## config.mk

```make
export PLATFORM = sky130hd
export DESIGN_NAME = pixel_sum_sequencer
export DESIGN_NICKNAME = d
export VERILOG_FILES = /design/src/rtl/pixel_sum_sequencer.sv
export SDC_FILE = /design/constraint.sdc
export NUM_CORES = 1
export LEC_CHECK = 0
export ABC_AREA = 0
export BUFFER_PORTS_ARGS = -buffer_cell sky130_fd_sc_hd__buf_2
export CORE_MARGIN = 3
export CORE_UTILIZATION = 43
export DETAILED_ROUTE_END_ITERATION = 12
export PLACE_DENSITY = 0.75
export SYNTH_ARGS = -nofsm -noshare
export SYNTH_HDL_FRONTEND = slang
export SYNTH_SLANG_ARGS = --single-unit
```

## constraint.sdc

```tcl
create_clock -name CLK -period 6.5 [get_ports CLK]
set_clock_uncertainty 0.05 [all_clocks]
set_input_delay 1.3 -clock CLK [delete_from_list [all_inputs] [get_ports CLK]]
set_output_delay 1.3 -clock CLK [all_outputs]
set_load 0.005 [all_outputs]
```

## src/rtl/pixel_sum_sequencer.sv

```systemverilog
// Packs a byte-wide pixel stream into 64-bit words, drives the 8-lane pixel
// accumulator one window at a time and returns each window total downstream.
module pixel_sum_sequencer #(
    parameter int WORDS_PER_WINDOW = 16,
    parameter int CNT_W            = 18
) (
    input  logic             CLK,
    input  logic             RST,
    input  logic [7:0]       pix_in,
    input  logic             pix_valid,
    input  logic             pix_last,
    output logic             pix_ready,
    output logic [63:0]      sum_data,
    output logic             sum_ce,
    output logic             sum_load,
    output logic             sum_addsub,
    input  logic [24:0]      total_sum_in,
    output logic [24:0]      result_sum,
    output logic [CNT_W-1:0] result_count,
    output logic             result_valid,
    input  logic             result_ready
);

    localparam int                WCNT_W     = $clog2(WORDS_PER_WINDOW + 1);
    localparam logic [WCNT_W-1:0] WORDS_LAST = WCNT_W'(WORDS_PER_WINDOW);

    typedef enum logic [2:0] {
        S_CLEAR = 3'd0,
        S_PACK  = 3'd1,
        S_ISSUE = 3'd2,
        S_WAIT  = 3'd3,
        S_OUT   = 3'd4
    } state_t;

    state_t            state_r;
    logic [63:0]       pack_r;
    logic [2:0]        byte_idx_r;
    logic [WCNT_W-1:0] word_cnt_r;
    logic [CNT_W-1:0]  pix_cnt_r;
    logic              last_seen_r;

    logic [63:0]       pack_merged_s;
    logic [WCNT_W-1:0] word_cnt_inc_s;

    // Pack register with the incoming pixel dropped into the current byte lane.
    always_comb begin
        pack_merged_s = pack_r;
        pack_merged_s[{byte_idx_r, 3'b000} +: 8] = pix_in;
        word_cnt_inc_s = word_cnt_r + WCNT_W'(1);
    end

    // Window sequencing FSM; every output is registered alongside the state.
    always_ff @(posedge CLK or posedge RST) begin
        if (RST) begin
            state_r      <= S_CLEAR;
            pack_r       <= 64'd0;
            byte_idx_r   <= 3'd0;
            word_cnt_r   <= '0;
            pix_cnt_r    <= '0;
            last_seen_r  <= 1'b0;
            pix_ready    <= 1'b0;
            sum_data     <= 64'd0;
            sum_ce       <= 1'b0;
            sum_load     <= 1'b0;
            sum_addsub   <= 1'b1;
            result_sum   <= 25'd0;
            result_count <= '0;
            result_valid <= 1'b0;
        end else begin
            sum_addsub <= 1'b1;
            case (state_r)
                S_CLEAR: begin
                    pack_r      <= 64'd0;
                    byte_idx_r  <= 3'd0;
                    word_cnt_r  <= '0;
                    pix_cnt_r   <= '0;
                    last_seen_r <= 1'b0;
                    // Arriving from OUT the clear pulse is already on the pins;
                    // straight out of reset it still has to be raised once.
                    if (sum_load) begin
                        sum_ce    <= 1'b0;
                        sum_load  <= 1'b0;
                        pix_ready <= 1'b1;
                        state_r   <= S_PACK;
                    end else begin
                        sum_ce   <= 1'b1;
                        sum_load <= 1'b1;
                    end
                end
                S_PACK: begin
                    if (pix_valid) begin
                        pack_r     <= pack_merged_s;
                        byte_idx_r <= byte_idx_r + 3'd1;
                        pix_cnt_r  <= pix_cnt_r + CNT_W'(1);
                        if ((byte_idx_r == 3'd7) || pix_last) begin
                            last_seen_r <= pix_last;
                            pix_ready   <= 1'b0;
                            sum_ce      <= 1'b1;
                            sum_load    <= 1'b0;
                            sum_data    <= pack_merged_s;
                            state_r     <= S_ISSUE;
                        end else begin
                            state_r <= S_PACK;
                        end
                    end else begin
                        state_r <= S_PACK;
                    end
                end
                S_ISSUE: begin
                    word_cnt_r <= word_cnt_inc_s;
                    sum_ce     <= 1'b0;
                    sum_data   <= 64'd0;
                    if ((word_cnt_inc_s == WORDS_LAST) || last_seen_r) begin
                        state_r <= S_WAIT;
                    end else begin
                        pack_r     <= 64'd0;
                        byte_idx_r <= 3'd0;
                        pix_ready  <= 1'b1;
                        state_r    <= S_PACK;
                    end
                end
                S_WAIT: begin
                    // Accumulator output settled during this cycle.
                    result_sum   <= total_sum_in;
                    result_count <= pix_cnt_r;
                    result_valid <= 1'b1;
                    state_r      <= S_OUT;
                end
                S_OUT: begin
                    if (result_ready) begin
                        result_valid <= 1'b0;
                        sum_ce       <= 1'b1;
                        sum_load     <= 1'b1;
                        state_r      <= S_CLEAR;
                    end else begin
                        state_r <= S_OUT;
                    end
                end
                default: begin
                    pix_ready    <= 1'b0;
                    sum_ce       <= 1'b0;
                    sum_load     <= 1'b0;
                    sum_data     <= 64'd0;
                    result_valid <= 1'b0;
                    state_r      <= S_CLEAR;
                end
            endcase
        end
    end

endmodule

```

== Yosys cells after proc, flatten, opt, wreduce, memory -nomap -nowiden ==
Index checks and enable logic that the tools add are counted.
W data, S select, Z words.
Storage, ports and cells
  input port bits: 38
  register bits after elaboration: 205
  logic and storage cells: 88
Cells by class
  shift operators: 2
  add/subtract/negate cells: 4
  equality and inequality tests: 11
  muxes and demuxes: 35
  bitwise operators: 5
  reduce and logical (&&, ||, !) cells: 18
Operators by type and width (count)
  $mux W64: 4
  $pmux W64 S3: 1
  $pmux W64 S2: 1
  $bwmux W64: 1
  $shift A8 B8 Y64 const A: 1
  $shiftx A8 B8 Y64: 1
  $pmux W18 S2: 1
  $add A18 B1 Y18 const B: 1
  $mux W18: 1
  $mux W3: 5
  $pmux W3 S5: 1
  $pmux W1 S4: 3
  $mux W1: 11
  $ne A2 B2 Y1 const B: 5
  $pmux W5 S2: 1
  $pmux W3 S3: 1
  $reduce_and A3 Y1: 3
  $neg A6 Y8: 1
  $reduce_and A4 Y1: 2
  $eq A3 B2 Y1 const B: 2
  $eq A3 B3 Y1 const B: 2
  $reduce_or A3 Y1: 2
  $add A5 B1 Y5 const B: 1
  $eq A5 B5 Y1 const B: 1
  13 further kinds: 22

== Longest topological paths before layout ==
Gate-level depths: netlist (run 1).
  word-level depth: 6
  mapped depth: 11
  depth with buffers taken out: 7

== Worst setup path before layout (run 1) ==
No wires, ideal clock.
  kind: input -> register
  start point: input pix_last
  end point: register sum_data[14]
  stages on the path: 5
  path buffers: 1
  data arrival time: 2.483 ns
  setup slack: 3.842 ns
  data required time: 6.325 ns
  library setup time: 0.125 ns
  path through: nor2_1 -> o21ai_0 -> o21ai_1 -> clkbuf_1 -> mux2_2
Between the ends
  longest elaborated chain between the ends: 3
Ends and longest elaborated chain
  start: declaration: RTL line 11  | input logic pix_last,
  $logic_or A1 B1 Y1: RTL line 95  | if ((byte_idx_r == 3'd7) || pix_last) begin
  $ne A2 B2 Y1 (no source line)
  $reduce_and A3 Y1 (no source line)
  end signal: assignment: RTL line 100  | sum_data <= pack_merged_s;
  end: declaration: RTL line 13  | output logic [63:0] sum_data,
No other way between the ends.
A chain may end at the register's enable or synchronous reset.

== Worst setup path after layout (run 1) ==
  start point: register byte_idx_r[0]
  end point: register sum_data[15]
Between the ends
  longest elaborated chain between the ends: 6
  elaborated cells between the ends (all ways): 11
  those cells by class: 1 x add/sub; 2 x eq/ne; 2 x shift; 4 x mux; 2 x reduce/logical
Ends and longest elaborated chain
  start: declaration: RTL line 37  | logic [2:0] byte_idx_r;
  start signal: assignment: RTL line 93  | byte_idx_r <= byte_idx_r + 3'd1;
  $neg A6 Y8: RTL line 48  | pack_merged_s[{byte_idx_r, 3'b000} +: 8] = pix_in;
  $shiftx A8 B8 Y64 or $shift A8 B8 Y64 (tied branches): RTL line 48
  $bwmux W64: RTL line 48
  $mux W64: RTL line 95
  $mux W64: RTL line 91  | if (pix_valid) begin
  $pmux W64 S2: RTL line 71  | case (state_r)
Parallel ways exist; a longest one is shown, timed or not. The select of a mux whose other input is x is not followed.

==> results of run 1 <==
==> path summary, 6_finish.rpt <==
| kind | end | from | depth (start not counted) | slack [ns] |
|---|---|---|---|---|
| max | sum_data[15]$_DFFE_PP0P_ | byte_idx_r[0]$_DFFE_PP0P_ | 7 | 3.30 |
| min | sum_data[36]$_DFFE_PP0P_ | sum_data[36]$_DFFE_PP0P_ | 1 | 0.43 |
| min reg2reg | sum_data[36]$_DFFE_PP0P_ | sum_data[36]$_DFFE_PP0P_ | 1 | 0.43 |
| min in group asynchronous | sum_data[42]$_DFFE_PP0P_ | RST | 2 | 0.83 |
| max in group asynchronous | sum_data[55]$_DFFE_PP0P_ | RST | 3 | 4.32 |
| max reg2reg | sum_data[15]$_DFFE_PP0P_ | byte_idx_r[0]$_DFFE_PP0P_ | 7 | 3.30 |
==> report_power, final <==
group	total, mW	leakage, nW	switching, mW	internal, mW
clock network	1.15	0.324	0.489	0.666
logic	1.17	2.08	0.737	0.433
registers	1.55	2.79	0.126	1.42
==> cells in the mapped netlist (all sizes together), types with 5 or more instances <==
| cell | count |
|---|---|
| dfrtp | 205 |
| mux2 | 89 |
| a22o | 85 |
| a32o | 30 |
| clkbuf | 30 |
| buf | 27 |
| nand2 | 25 |
| o21ai | 19 |
| a21oi | 17 |
| mux2i | 16 |
| o2bb2ai | 16 |
| nor2 | 15 |
| inv | 13 |
| and2 | 12 |
| nand3 | 9 |
| ha | 8 |
| and4 | 6 |
| nand2b | 6 |
| nor2b | 6 |
| nor3 | 6 |
| o31ai | 6 |
| or3 | 6 |
| or4 | 6 |
| xor2 | 6 |
| a31oi | 5 |
==> area by class of cell <==
class | count | area, sq um | area share, %
flip-flops and latches | 205 | 5130 | 47.8
multi-input cells | 440 | 3760 | 35.1
repair buffers | 156 | 801 | 7.46
clock buffers | 31 | 626 | 5.83
well taps | 270 | 338 | 3.15
inverters | 13 | 52.6 | 0.489
clock inverters | 5 | 25.0 | 0.233
diodes | 1 | 2.50 | 0.0233
==> kinds of logic after synthesis <==
logic type                 Yosys count  share of synthesized area [%]
DFF                                205                           55.8
AOI/OAI and AO/OA                  204                           18.6
and+or+nand+nor                    115                           7.72
muxes                              105                           12.6
buffers and inverters               70                           3.42
adders and majority gates            8                           1.09
xor gates and xnor gates             7                          0.667
other                                1                         0.0408
==> layer usage <==
metal	up-vias	global-route usage, %	share of wire, %
met2	194	29.1	48
met1	3259	24.8	45
met3	32	3.27	5.4
met4	0	4.71	2.0
met5	-	0	0
li1	2964	-	-
==> sequential cells by signal, summed over array words and instances, names as in the netlist <==
signal        cells
pack_r           64
sum_data         64
result_sum       25
pix_cnt_r        18
result_count     18
word_cnt_r        5
byte_idx_r        3
state_r           3
last_seen_r       1
pix_ready         1
result_valid      1
sum_ce            1
sum_load          1
==> worst register-to-register path, stage by stage (launching register included) <==
cell                      delay, ns
sky130_fd_sc_hd__dfrtp_1       0.58
sky130_fd_sc_hd__inv_1         0.15
sky130_fd_sc_hd__ha_1          0.23
sky130_fd_sc_hd__ha_1          0.50
sky130_fd_sc_hd__o311a_1       0.67
sky130_fd_sc_hd__nor2_1        0.31
sky130_fd_sc_hd__a32o_1        0.32
sky130_fd_sc_hd__mux2_2        0.26
==> layout by cell type (no fill, tap or decap), types with 8 or more instances in the layout <==
cell type / n
sky130_fd_sc_hd__dfrtp_1: 205
sky130_fd_sc_hd__buf_2: 148
sky130_fd_sc_hd__mux2_2: 89
sky130_fd_sc_hd__a22o_1: 85
sky130_fd_sc_hd__a32o_1: 30
sky130_fd_sc_hd__nand2_1: 25
sky130_fd_sc_hd__clkbuf_16: 23
sky130_fd_sc_hd__o21ai_0: 17
sky130_fd_sc_hd__a21oi_1: 16
sky130_fd_sc_hd__mux2i_1: 16
sky130_fd_sc_hd__o2bb2ai_1: 16
sky130_fd_sc_hd__nor2_1: 15
sky130_fd_sc_hd__inv_1: 12
sky130_fd_sc_hd__and2_1: 11
sky130_fd_sc_hd__nand3_1: 9
sky130_fd_sc_hd__ha_1: 8
sky130_fd_sc_hd__buf_4: 8
==> stage by stage <==
| stage | instances | power [mW] |
|---|---|---|
| global route | 1121 | 4.10 |
| finish | 1121 | 3.88 |
| detailed placement | 1084 | 2.74 |
| CTS | 1120 | 3.91 |
| global placement | 1084 | 2.72 |
| floorplan | 715 | 2.41 |
==> flow_results.xml, run 1 <==
<?xml version="1.0" encoding="UTF-8"?>
<metrics>
  <group name="outcome">
    <metric name="run_status" unit="">complete, no violations</metric>
  </group>
  <group name="routing">
    <metric name="drt-wirelength-per-cell" unit="microns">19.0</metric>
    <metric name="dr.pass1.iters" unit="">5</metric>
    <metric name="vias" unit="">6449</metric>
    <metric name="vias_per_cell" unit="">5.75</metric>
    <metric name="drt-total-wl" unit="microns">21300</metric>
    <metric name="ant_nets" unit="">0</metric>
    <metric name="detail_route.iter0.violations" unit="">614</metric>
    <metric name="drc" unit="">0</metric>
  </group>
  <group name="sta">
    <metric name="final.period_utilization" unit="%">49.2</metric>
    <metric name="max_freq" unit="MHz">313</metric>
    <metric name="timing.final.setup_violations" unit="">0</metric>
    <metric name="tns" unit="ns">0</metric>
    <metric name="grt_setup_unrepaired" unit="">no</metric>
    <metric name="slew_viol_final" unit="">0</metric>
    <metric name="layout_min_cycle_time" unit="ns">3.20</metric>
    <metric name="final.hold.worst_slack" unit="ns">0.432</metric>
    <metric name="hold_viol_final" unit="">0</metric>
    <metric name="timing.max_slew.rel_slack" unit="%">25.0</metric>
    <metric name="timing_worst_slew_pin_value" unit="ns">1.12</metric>
    <metric name="fin_ws" unit="ns">3.30</metric>
  </group>
  <group name="global_route">
    <metric name="grt_start_max_net_pins" unit="">67</metric>
    <metric name="first_global_vias" unit="">6459</metric>
    <metric name="global_route_wire_length_before_repair" unit="microns">34800</metric>
    <metric name="initial_antenna_violation_count" unit="">1</metric>
    <metric name="grt.total_usage" unit="%">17.8</metric>
    <metric name="grt_overflow_total" unit="">0</metric>
  </group>
  <group name="cts">
    <metric name="clock_sinks" unit="">205</metric>
    <metric name="cts.hold.buffers_added" unit="">0</metric>
    <metric name="clock_tree.htree_level_count" unit="">1</metric>
    <metric name="post_cts.repair.setup_buffers" unit="">0</metric>
    <metric name="clk_root_buffer_cell" unit="">sky130_fd_sc_hd__clkbuf_16</metric>
    <metric name="clkLatencyLatePin" unit="ns">0.50</metric>
    <metric name="clk_path_buf_depth" unit="">3</metric>
    <metric name="cts_inserted_buffers" unit="">23</metric>
    <metric name="clkSlewWorstSetupHoldPaths" unit="ns">0.06</metric>
    <metric name="clock_tree_from_tritoncts" unit="">yes</metric>
    <metric name="cts_resized" unit="">0</metric>
  </group>
  <group name="worst_setup_path">
    <metric name="cpMostUsedCell" unit="">sky130_fd_sc_hd__ha_1</metric>
    <metric name="cp.required" unit="ns">6.83</metric>
    <metric name="timing.critical_path.max_delay_family" unit="">compound AO/OA/AOI/OAI gates</metric>
    <metric name="kind_of_start_point_of_the_critical_path" unit="">flip-flop</metric>
    <metric name="timing_worst_setup_path_type" unit="">flip-flop to flip-flop</metric>
    <metric name="critical_path.max_stage_delay" unit="ns">0.67</metric>
    <metric name="crit_path_cell_trace" unit="">inv_1 &gt; ha_1 &gt; ha_1 &gt; o311a_1 &gt; nor2_1 &gt; a32o_1 &gt; mux2_2</metric>
    <metric name="critical_path_buffers_and_inverters" unit="">1</metric>
    <metric name="critPathSlowestCell" unit="">sky130_fd_sc_hd__o311a_1</metric>
    <metric name="end_kind" unit="">flip-flop</metric>
    <metric name="critical_path_peak_fanout" unit="">18</metric>
    <metric name="arrival" unit="ns">3.53</metric>
  </group>
  <group name="yosys">
    <metric name="postSynth.asyncResetShare" unit="%">100</metric>
    <metric name="synth_edf_count" unit="">0</metric>
    <metric name="ys_ff_latch" unit="">205</metric>
    <metric name="synth_top_flop_cell" unit="">sky130_fd_sc_hd__dfrtp_1</metric>
    <metric name="synth_seq_area_share" unit="%">55.8</metric>
    <metric name="synth_cell_types" unit="">65</metric>
    <metric name="synth_top_area_cell" unit="">sky130_fd_sc_hd__dfrtp_1</metric>
    <metric name="synth_top_area_share" unit="%">55.8</metric>
    <metric name="synth.top_cells.by_area" unit="">sky130_fd_sc_hd__dfrtp_1 56%, sky130_fd_sc_hd__mux2_2 11%, sky130_fd_sc_hd__a22o_1 8.1%, sky130_fd_sc_hd__a32o_1 3.3%, sky130_fd_sc_hd__mux2i_1 1.7%</metric>
    <metric name="synth-warning-count" unit="">0</metric>
    <metric name="syn-cell-area" unit="sq um">9190</metric>
    <metric name="syn_inst" unit="">715</metric>
    <metric name="synth_nets" unit="">761</metric>
    <metric name="postSynthAreaPerCell" unit="sq um">12.9</metric>
  </group>
  <group name="placed_design">
    <metric name="dp_worst_setup_slack" unit="ns">2.92</metric>
    <metric name="dp_hpwl" unit="microns">14000</metric>
    <metric name="placedInstanceArea" unit="sq um">10100</metric>
    <metric name="place.port_buffers" unit="">148</metric>
    <metric name="globalplace.congestion" unit="">0.842</metric>
  </group>
  <group name="cells_and_area">
    <metric name="fin_nets" unit="">885</metric>
    <metric name="final_layout_size_suffix_gt1_share" unit="%">34.6</metric>
    <metric name="finalCoreUtilization" unit="%">52.1</metric>
    <metric name="area_grow_syn2layout" unit="%">16.8</metric>
    <metric name="fillers" unit="">1779</metric>
    <metric name="finalInstanceArea" unit="sq um">10700</metric>
  </group>
  <group name="die">
    <metric name="dieArea" unit="sq um">23200</metric>
    <metric name="pin_count" unit="">150</metric>
    <metric name="fp.dieW" unit="microns">152</metric>
    <metric name="start_util" unit="%">44.6</metric>
    <metric name="core-area" unit="sq um">20600</metric>
    <metric name="fp-row-count" unit="">52</metric>
    <metric name="die_h" unit="microns">152</metric>
  </group>
  <group name="power_and_ir_drop">
    <metric name="power.density_cell_area" unit="nW/um^2">361</metric>
    <metric name="vdd_drop_max" unit="mV">0.224</metric>
    <metric name="power.static_leakage" unit="nW">5.19</metric>
  </group>
  <group name="hold_path">
    <metric name="hold_path_class" unit="">flip-flop to flip-flop</metric>
  </group>
  <group name="job">
    <metric name="max-cap-violations" unit="">0</metric>
  </group>
</metrics>
Power figures use the tool's default switching activity.
==> run 2: changes to the inputs <==
==> constraint.sdc (replaced) <==
create_clock -name CLK -period 2.8 [get_ports CLK]
set_clock_uncertainty 0.05 [all_clocks]
set_input_delay 0.56 -clock CLK [delete_from_list [all_inputs] [get_ports CLK]]
set_output_delay 0.56 -clock CLK [all_outputs]
set_load 0.005 [all_outputs]
==> run 2 against run 1 <==
Sequential cell count is the same. First-iteration DRC count shrank 35%. Critical path depth is the same. Register-to-register slack lost 3.0 ns. Hold slack lost 0.28 ns. Sequential share of layout area shrank 1.2 points. Global-route usage grew 0.68 points. Via count grew 3.5%. Clock power grew 150%. Critical endpoint is now sum_data[30]$_DFFE_PP0P_. Largest cell class unchanged. Largest power group unchanged.
==> flow_results.xml, run 2 (synthesis results as in run 1) <==
<?xml version="1.0" encoding="UTF-8"?>
<metrics>
  <group name="sta">
    <metric name="timing_worst_slew_pin_value" unit="ns">0.817</metric>
    <metric name="timing.max_slew.rel_slack" unit="%">45.6</metric>
    <metric name="layout_min_cycle_time" unit="ns">2.49</metric>
    <metric name="tns" unit="ns">0</metric>
    <metric name="max_freq" unit="MHz">402</metric>
    <metric name="timing.final.setup_violations" unit="">0</metric>
    <metric name="hold_viol_final" unit="">0</metric>
    <metric name="fin_ws" unit="ns">0.311</metric>
    <metric name="grt_setup_unrepaired" unit="">no</metric>
    <metric name="slew_viol_final" unit="">0</metric>
    <metric name="final.period_utilization" unit="%">88.9</metric>
  </group>
  <group name="cts">
    <metric name="clkSlewWorstSetupHoldPaths" unit="ns">0.06</metric>
    <metric name="clkLatencyLatePin" unit="ns">0.50</metric>
    <metric name="clk_root_buffer_cell" unit="">sky130_fd_sc_hd__clkbuf_16</metric>
    <metric name="clk_path_buf_depth" unit="">3</metric>
    <metric name="clock_tree_from_tritoncts" unit="">yes</metric>
    <metric name="cts_inserted_buffers" unit="">23</metric>
    <metric name="clock_sinks" unit="">205</metric>
    <metric name="clock_tree.htree_level_count" unit="">1</metric>
  </group>
  <group name="global_route">
    <metric name="first_global_vias" unit="">6776</metric>
    <metric name="initial_antenna_violation_count" unit="">0</metric>
    <metric name="grt_overflow_total" unit="">0</metric>
    <metric name="grt_start_max_net_pins" unit="">48</metric>
    <metric name="grt.total_usage" unit="%">18.5</metric>
    <metric name="global_route_wire_length_before_repair" unit="microns">36000</metric>
  </group>
  <group name="cells_and_area">
    <metric name="mostFrequentLayoutCells" unit="">205 x sky130_fd_sc_hd__dfrtp_1, 148 x sky130_fd_sc_hd__buf_2, 89 x sky130_fd_sc_hd__mux2_2</metric>
    <metric name="finalCoreUtilization" unit="%">53.4</metric>
    <metric name="fillers" unit="">1741</metric>
    <metric name="register_area" unit="sq um">5130</metric>
    <metric name="insertedDiodeCount" unit="">0</metric>
    <metric name="multi_input_comb_area" unit="sq um">3770</metric>
    <metric name="final_layout_size_suffix_gt1_share" unit="%">36.8</metric>
    <metric name="layout_top_registers" unit="">pack_r: 64 flops, sum_data: 64 flops, result_sum: 25 flops</metric>
    <metric name="fin_nets" unit="">907</metric>
    <metric name="layout.cells.most_common" unit="">sky130_fd_sc_hd__dfrtp_1</metric>
    <metric name="area_grow_syn2layout" unit="%">19.9</metric>
  </group>
  <group name="die">
    <metric name="fp-row-count" unit="">52</metric>
    <metric name="core-area" unit="sq um">20600</metric>
    <metric name="die_h" unit="microns">152</metric>
    <metric name="pin_count" unit="">150</metric>
    <metric name="start_util" unit="%">44.6</metric>
    <metric name="dieArea" unit="sq um">23200</metric>
    <metric name="fp.dieW" unit="microns">152</metric>
  </group>
  <group name="routing">
    <metric name="drt-wirelength-per-cell" unit="microns">19.1</metric>
    <metric name="vias_per_cell" unit="">5.83</metric>
    <metric name="dr.pass1.iters" unit="">5</metric>
    <metric name="ant_nets" unit="">0</metric>
    <metric name="drt-total-wl" unit="microns">21800</metric>
    <metric name="drc" unit="">0</metric>
    <metric name="vias" unit="">6674</metric>
    <metric name="detail_route.iter0.violations" unit="">399</metric>
  </group>
  <group name="hold_path">
    <metric name="hold_path_class" unit="">input port to async pin</metric>
  </group>
  <group name="worst_setup_path">
    <metric name="crit_path_cell_trace" unit="">inv_1 &gt; ha_1 &gt; ha_1 &gt; o311ai_1 &gt; and2_0 &gt; a22o_1 &gt; mux2_2</metric>
    <metric name="cp.depth" unit="">7</metric>
    <metric name="worst-r2r-cell-count" unit="">7</metric>
    <metric name="arrival" unit="ns">2.82</metric>
    <metric name="critPathSlowestCell" unit="">sky130_fd_sc_hd__ha_1</metric>
    <metric name="kind_of_start_point_of_the_critical_path" unit="">flip-flop</metric>
    <metric name="timing.critical_path.max_delay_family" unit="">adder cells</metric>
    <metric name="cp.required" unit="ns">3.14</metric>
    <metric name="cpMostUsedCell" unit="">sky130_fd_sc_hd__ha_1</metric>
    <metric name="end_kind" unit="">flip-flop</metric>
    <metric name="critical_path.max_stage_delay" unit="ns">0.49</metric>
    <metric name="timing_worst_setup_path_type" unit="">flip-flop to flip-flop</metric>
    <metric name="critical_path_buffers_and_inverters" unit="">1</metric>
    <metric name="critical_path_peak_fanout" unit="">9</metric>
  </group>
  <group name="placed_design">
    <metric name="dp_worst_setup_slack" unit="ns">0.117</metric>
    <metric name="place.port_buffers" unit="">148</metric>
    <metric name="dp_hpwl" unit="microns">14600</metric>
    <metric name="globalplace.congestion" unit="">0.847</metric>
  </group>
  <group name="outcome">
    <metric name="run_status" unit="">complete, no violations</metric>
  </group>
  <group name="power_and_ir_drop">
    <metric name="vdd_drop_max" unit="mV">0.446</metric>
    <metric name="post-layout-total-power" unit="mW">9.38</metric>
    <metric name="power.density_cell_area" unit="nW/um^2">851</metric>
    <metric name="power.static_leakage" unit="nW">5.35</metric>
  </group>
  <group name="job">
    <metric name="max-cap-violations" unit="">0</metric>
  </group>
</metrics>
[run 2: worst reg2reg max path: stages (launching register included)]
cell and delay, ns:
sky130_fd_sc_hd__dfrtp_1 0.46, sky130_fd_sc_hd__inv_1 0.11, sky130_fd_sc_hd__ha_1 0.19, sky130_fd_sc_hd__ha_1 0.49, sky130_fd_sc_hd__o311ai_1 0.20, sky130_fd_sc_hd__and2_0 0.34, sky130_fd_sc_hd__a22o_1 0.29, sky130_fd_sc_hd__mux2_2 0.25
[run 2: final cells by class]
cell class	instances	area share (%)
sequential	205	46.5
multi-input combinational	440	34.2
timing repair buffer	178	9.22
clock buffer	34	6.14
tap	270	3.07
inverter	13	0.477
clock inverter	5	0.341
[run 2: layer usage]
| layer | track usage, % | wire (microns) | vias up |
|---|---|---|---|
| met5 | 0 | 0 | - |
| met4 | 5.27 | 520 | 0 |
| met3 | 2.50 | 1090 | 42 |
| met2 | 30.7 | 10500 | 192 |
| met1 | 25.7 | 9750 | 3428 |
| li1 | - | - | 3012 |
[run 2: final timing paths]
kind                                                to  slack (ns)                 startpoint
setup / recovery              sum_data[30]$_DFFE_PP0P_        0.31  byte_idx_r[1]$_DFFE_PP0P_
hold / removal             result_count[4]$_DFFE_PP0P_        0.16                        RST
setup reg to reg              sum_data[30]$_DFFE_PP0P_        0.31  byte_idx_r[1]$_DFFE_PP0P_
hold reg to reg                sum_data[4]$_DFFE_PP0P_        0.43    sum_data[4]$_DFFE_PP0P_
max in group asynchronous      sum_data[2]$_DFFE_PP0P_        1.82                        RST
min in group CLK            result_sum[12]$_DFFE_PP0P_        0.24           total_sum_in[12]
[run 2: stage by stage]
step	instance area (sq um)	instances	hold slack, ns
CTS	11000	1143	0.173
detailed placement	10300	1104	0.419
global route	11000	1145	0.218
finish	11000	1145	0.155
floorplan	9190	715	0.415
global placement	10300	1104	0.415
[run 2: what timing repair did]
item,in CTS,in global routing
setup endpoints to repair,0,15
hold buffers,0,0
setup buffers,0,2
gates resized for setup,0,2
[run 2: power breakdown]
| group | switching [mW] | internal (mW) |
|---|---|---|
| Sequential | 0.203 | 3.31 |
| Combinational | 1.87 | 1.14 |
| Clock | 1.18 | 1.67 |
| Total | 3.26 | 6.12 |
